--- src/rtl/cmd_frame_tx.sv ---
// Key-triggered command frame transmitter: debounced keys select a command row that is streamed as one frame.
// Optional CMD_SEQNUM_EN appends an 8-bit frame sequence number to every frame.
module cmd_frame_tx #(
    parameter int NUM_CH      = 4,
    parameter int CMD_LEN     = 3,
    parameter int DEB_CYC     = 1_000_000,
    parameter int HOLDOFF_CYC = 50_000_000
) (
    input  logic                        tx_clk,
    input  logic                        reset,
    input  logic [NUM_CH-1:0]           key_n,
    input  logic [NUM_CH*CMD_LEN*8-1:0] cmd_table,
    input  logic                        tx_ready,
    output logic [7:0]                  tx_data,
    output logic                        tx_data_valid,
    output logic [15:0]                 tx_data_length,
    output logic                        busy,
    output logic [2:0]                  active_ch
);

`ifdef CMD_SEQNUM_EN
    localparam int FRAME_LEN = CMD_LEN + 1;
`else
    localparam int FRAME_LEN = CMD_LEN;
`endif
    localparam int IDX_W = (FRAME_LEN > 1) ? $clog2(FRAME_LEN) : 1;
    localparam int HLD_W = (HOLDOFF_CYC > 1) ? $clog2(HOLDOFF_CYC) : 1;
    localparam int DEB_W = (DEB_CYC > 1) ? $clog2(DEB_CYC) : 1;

    localparam logic [IDX_W-1:0] LAST_IDX = IDX_W'(FRAME_LEN - 1);
    localparam logic [HLD_W-1:0] HLD_LOAD = HLD_W'(HOLDOFF_CYC - 1);
    localparam logic [DEB_W-1:0] DEB_LAST = DEB_W'(DEB_CYC - 1);

    typedef enum logic [1:0] {
        IDLE,
        SEND,
        HOLD
    } state_t;

    logic [NUM_CH-1:0] sync1;
    logic [NUM_CH-1:0] sync2;
    logic [NUM_CH-1:0] raw;
    logic [NUM_CH-1:0] pressed;
    logic [DEB_W-1:0]  deb_cnt [NUM_CH];

    state_t            state, state_nx;
    logic [IDX_W-1:0]  idx, idx_nx;
    logic [HLD_W-1:0]  hold_cnt, hold_nx;
    logic [2:0]        ch_nx;
    logic [2:0]        pick;
    logic              any_pressed;
    logic              cur_pressed;
    logic [31:0]       byte_sel;
    logic [7:0]        cur_byte;

`ifdef CMD_SEQNUM_EN
    localparam logic [IDX_W-1:0] SEQ_IDX = IDX_W'(CMD_LEN);
    logic [7:0] seq, seq_nx;
`endif

    always_ff @(posedge tx_clk or posedge reset) begin
        if (reset) begin
            sync1 <= '1;
            sync2 <= '1;
        end else begin
            sync1 <= key_n;
            sync2 <= sync1;
        end
    end

    assign raw = ~sync2;

    // A level flips only after DEB_CYC consecutive samples disagree with it.
    always_ff @(posedge tx_clk or posedge reset) begin
        if (reset) begin
            pressed <= '0;
            for (int c = 0; c < NUM_CH; c++) begin
                deb_cnt[c] <= '0;
            end
        end else begin
            for (int c = 0; c < NUM_CH; c++) begin
                if (raw[c] != pressed[c]) begin
                    if (deb_cnt[c] == DEB_LAST) begin
                        pressed[c] <= raw[c];
                        deb_cnt[c] <= '0;
                    end else begin
                        deb_cnt[c] <= deb_cnt[c] + DEB_W'(1);
                    end
                end else begin
                    deb_cnt[c] <= '0;
                end
            end
        end
    end

    always_comb begin
        pick = '0;
        any_pressed = |pressed;
        for (int c = NUM_CH - 1; c >= 0; c--) begin
            if (pressed[c]) begin
                pick = 3'(c);
            end
        end
    end

    assign cur_pressed = |(pressed & (NUM_CH'(1) << active_ch));

    always_comb begin
        byte_sel = 32'(active_ch) * CMD_LEN + 32'(idx);
        cur_byte = 8'(cmd_table >> (byte_sel * 8));
`ifdef CMD_SEQNUM_EN
        if (idx == SEQ_IDX) begin
            cur_byte = seq;
        end
`endif
    end

    always_comb begin
        state_nx = state;
        idx_nx   = idx;
        hold_nx  = hold_cnt;
        ch_nx    = active_ch;
`ifdef CMD_SEQNUM_EN
        seq_nx   = seq;
`endif
        unique case (state)
            IDLE: begin
                if (any_pressed) begin
                    ch_nx    = pick;
                    idx_nx   = '0;
                    state_nx = SEND;
                end
            end
            SEND: begin
                if (tx_ready) begin
                    if (idx == LAST_IDX) begin
                        idx_nx   = '0;
                        hold_nx  = HLD_LOAD;
                        state_nx = HOLD;
`ifdef CMD_SEQNUM_EN
                        seq_nx   = seq + 8'd1;
`endif
                    end else begin
                        idx_nx = idx + IDX_W'(1);
                    end
                end
            end
            HOLD: begin
                if (hold_cnt == '0) begin
                    idx_nx   = '0;
                    state_nx = cur_pressed ? SEND : IDLE;
                end else begin
                    hold_nx = hold_cnt - HLD_W'(1);
                end
            end
            default: state_nx = IDLE;
        endcase
    end

    always_ff @(posedge tx_clk or posedge reset) begin
        if (reset) begin
            state     <= IDLE;
            idx       <= '0;
            hold_cnt  <= '0;
            active_ch <= '0;
`ifdef CMD_SEQNUM_EN
            seq       <= '0;
`endif
        end else begin
            state     <= state_nx;
            idx       <= idx_nx;
            hold_cnt  <= hold_nx;
            active_ch <= ch_nx;
`ifdef CMD_SEQNUM_EN
            seq       <= seq_nx;
`endif
        end
    end

    assign tx_data_valid  = (state == SEND);
    assign tx_data        = tx_data_valid ? cur_byte : 8'h00;
    assign busy           = (state != IDLE);
    assign tx_data_length = 16'(FRAME_LEN);

endmodule

--- config.mk ---
export PLATFORM = sky130hd
export DESIGN_NAME = cmd_frame_tx
export DESIGN_NICKNAME = d
export VERILOG_FILES = /design/src/rtl/cmd_frame_tx.sv
export SDC_FILE = /design/constraint.sdc
export NUM_CORES = 1
export LEC_CHECK = 0
export CORE_MARGIN = 1.5
export CORE_UTILIZATION = 50
export CTS_BUF_LIST = sky130_fd_sc_hd__clkbuf_16
export DETAILED_ROUTE_END_ITERATION = 10
export PLACE_DENSITY = 0.77
export SYNTH_ARGS = -nofsm -noshare
export SYNTH_HDL_FRONTEND = slang
export SYNTH_SLANG_ARGS = --single-unit
--- constraint.sdc ---
create_clock -name tx_clk -period 5.1 [get_ports tx_clk]
set_input_delay 0.51 -clock tx_clk [delete_from_list [all_inputs] [get_ports tx_clk]]
set_output_delay 0.51 -clock tx_clk [all_outputs]
set_load 0.02 [all_outputs]
==> metrics.cfg <==
[placed_design]
place_congestion=0.8700
dp_cells=965
hpwlAfterDp_um=12260
place_area_um2=8225
port_buffers=114
dp_slack_ps=1040

[worst_setup_path]
slowest_stage=ha_1
critPathRequiredTime_ps=4590
reg2reg_to=hold_cnt[8]
r2r_cells=4
cp.arrival_ps=4000
start_kind=flop
max_stage_delay_ps=890
cpMostUsedCell=inv_1
path_class=reg -> out
path_cells=inv_1 -> fa_1 -> inv_1 -> ha_1 -> mux4_2 -> mux2i_1 -> o21ai_0 -> and2_1 -> clkdlybuf4s50_1
worstPathMaxFanout=24
crit_path_end_kind=primary output
r2r_start=state[0]
rrSetupSlack_ps=2600

[cts]
cts_buffer_depth=2
cts_tree=yes
cts_resized=0
cts.sinks=124
cts_setup_buffers=0
clkTransAtPathRegs_ps=60
holdBufCountCts=0
cts_root_buf=clkbuf_16
htreeDepth=4
cts_made_buffers=17
clk-insertion-delay-late_ps=420

[final_layout]
diodes=0
final_area_um2=8810
area_growth_pct=25.66
instances_no_fill=997
final_cell_mix=116 x dfrtp_1, 114 x clkdlybuf4s50_1, 105 x nor2_1
layout_commonest_cell=dfrtp_1
nets=920
drive_gt1_frac=0.09670
fillCellCount=1131
multi_input_area_um2=3642
register_area_um2=3113

[synthesis]
synthCells=694
synthDistinctLibCells=60
ys_ff_latch=124
yosysWarnings=0
syn-cell-area_um2=7010
synthFlopType=dfrtp_1
yosysSeqAreaShare=0.4440
synth_edf_count=0
avgSynthCellArea_um2=10.10
synth-async-reset-ratio=1.000

[pwr]
ir_worst_vdd_v=0.0002593
p_leak_nw=3.419
p_per_area_nw_per_um2=267.3
clkPwrFrac=0.503
seqPwrFrac=0.428
p_sw_w=0.0005079
switching_share=0.2157
combPwrFrac=0.069
cellInternalPower_w=0.001847

[detailed_routing]
drt-initial-drc-count=385
first_pass_iters=5
vias=5572
antenna_left=0
drt-wirelength-per-cell_um=16.68
routed_wl_um=16630
avgViaCountPerCell=5.589
drc=0

[global_routing]
overflow=0
grt_max_degree=94
track_usage=0.2387
antenna_found_initial=0
grt_pass1_wl_um=27140
grt_pass1_vias=5744

[sta]
timing.fmax_mhz=222.0
setup-tns-final_ps=0
post-route-period-util=0.8834
fin_skew_ps=7.226
setup-violations-final=0
fin_ws_ps=594.9
finalHoldViolCount=0
fin_hold_ws_ps=349.7
rsz0062_at_grt=no
slew_violations=0
max-slew-margin-rel=0.2537
tightest_slew_ps=1119
min_period_ps=4505

[die]
fp.coreArea_um2=13770
start_util=0.5090
fp.dieH_um=121.4
die_width_um=121.4
boundaryPins=132
rows=43
die_area_um2=14740

[worst_hold_path]
hold_end=sync2[2]
holdCritStartpoint=sync1[2]
hold_class=reg -> reg
hold-path-cell-count=0

[outcome]
outcome=completed

[job]
maxCapViolCount=0

==> power groups by stage <==
stage	Combinational (W)	Sequential (W)	Clock (W)
after floorplan	0.0000753	0.00102	0
after global placement	0.000162	0.00102	0
after detailed placement	0.000164	0.00102	0
after CTS	0.000165	0.00101	0.00120
after global routing	0.000176	0.00101	0.00125
final	0.000163	0.00101	0.00118
==> stage by stage <==
stage | utilization | total power [W]
final | 0.6396 | 0.002355
after global routing | 0.6396 | 0.002437
after CTS | 0.6396 | 0.002377
after detailed placement | 0.5972 | 0.001189
after global placement | 0.5972 | 0.001186
after floorplan | - | 0.001097
==> worst max path at each step <==
stage / from / endpoint / slack (ps) / cells after the start
finish: active_ch[1] / tx_data[2] / 590 / 9
global route: active_ch[1] / tx_data[2] / 480 / 9
CTS: active_ch[1] / tx_data[4] / 580 / 9
detailed placement: active_ch[1] / tx_data[4] / 1040 / 9
global placement: active_ch[0] / tx_data[2] / 1150 / 9
floorplan: reset / active_ch[0] / 1300 / 1
==> synthesized netlist by cell type (all sizes together), types with 5 or more instances <==
cell    instances  share of area
or3             7         0.0073
nor3           13          0.010
inv            21          0.011
dfstp           8          0.030
a21oi          10         0.0071
nor4b           5         0.0062
nand3          38          0.027
and3           16          0.014
buf            26          0.025
ha             11          0.020
dfrtp         116           0.41
or4            14          0.016
and2            9         0.0080
xor2           44          0.055
and4            6         0.0075
o31ai          10          0.011
mux4           24          0.077
o21ai          18          0.013
xnor2          35          0.044
mux2i          15          0.021
nor4           14          0.013
nor2          105          0.056
nand4          21          0.019
nand2          46          0.025
clkbuf         15         0.0080
==> routing by layer <==
metal | GRT usage | routed length, um | vias to the layer above
met5 | 0 | 0 | -
met4 | 0.09118 | 359 | 0
met3 | 0.06532 | 899 | 26
met2 | 0.4315 | 8762 | 181
met1 | 0.2660 | 6610 | 2719
li1 | - | - | 2646
==> cells by family (layout without fill, tap and decap cells) <==
group	count (synthesis)	in the layout	synth area share
AOI/OAI and AO/OA	55	55	0.04962
xor gates and xnor gates	79	79	0.09870
adders and majority gates	13	13	0.02534
buffers and inverters	62	170	0.04444
DFF	124	124	0.4440
muxes	40	40	0.1001
other	2	17	0.001071
and+or+nand+nor	319	319	0.2367
==> worst max-delay path: cells and delay by family (launching register included) <==
family	cells	cell delay (ps)
adder cells (fa/ha/maj)	2	1410
flip-flops	1	440
multiplexers	2	680
AND/OR/NAND/NOR	1	170
AO/OA/AOI/OAI	1	150
buffers and inverters	3	710
==> registers in the layout (all words and copies together) (netlist names) <==
signal	cells
active_ch	2
deb_cnt	80
hold_cnt	26
idx	2
pressed	4
state	2
sync1	4
sync2	4
==> final cells by class <==
cell class              count  area share
clock buffers              17     0.04829
clock inverters            15     0.01804
inverters                  21    0.009232
multi-input cells         523      0.4134
flip-flops and latches    124      0.3534
well taps                 180     0.02556
repair buffers            117      0.1321
Power figures use the tool's default switching activity.
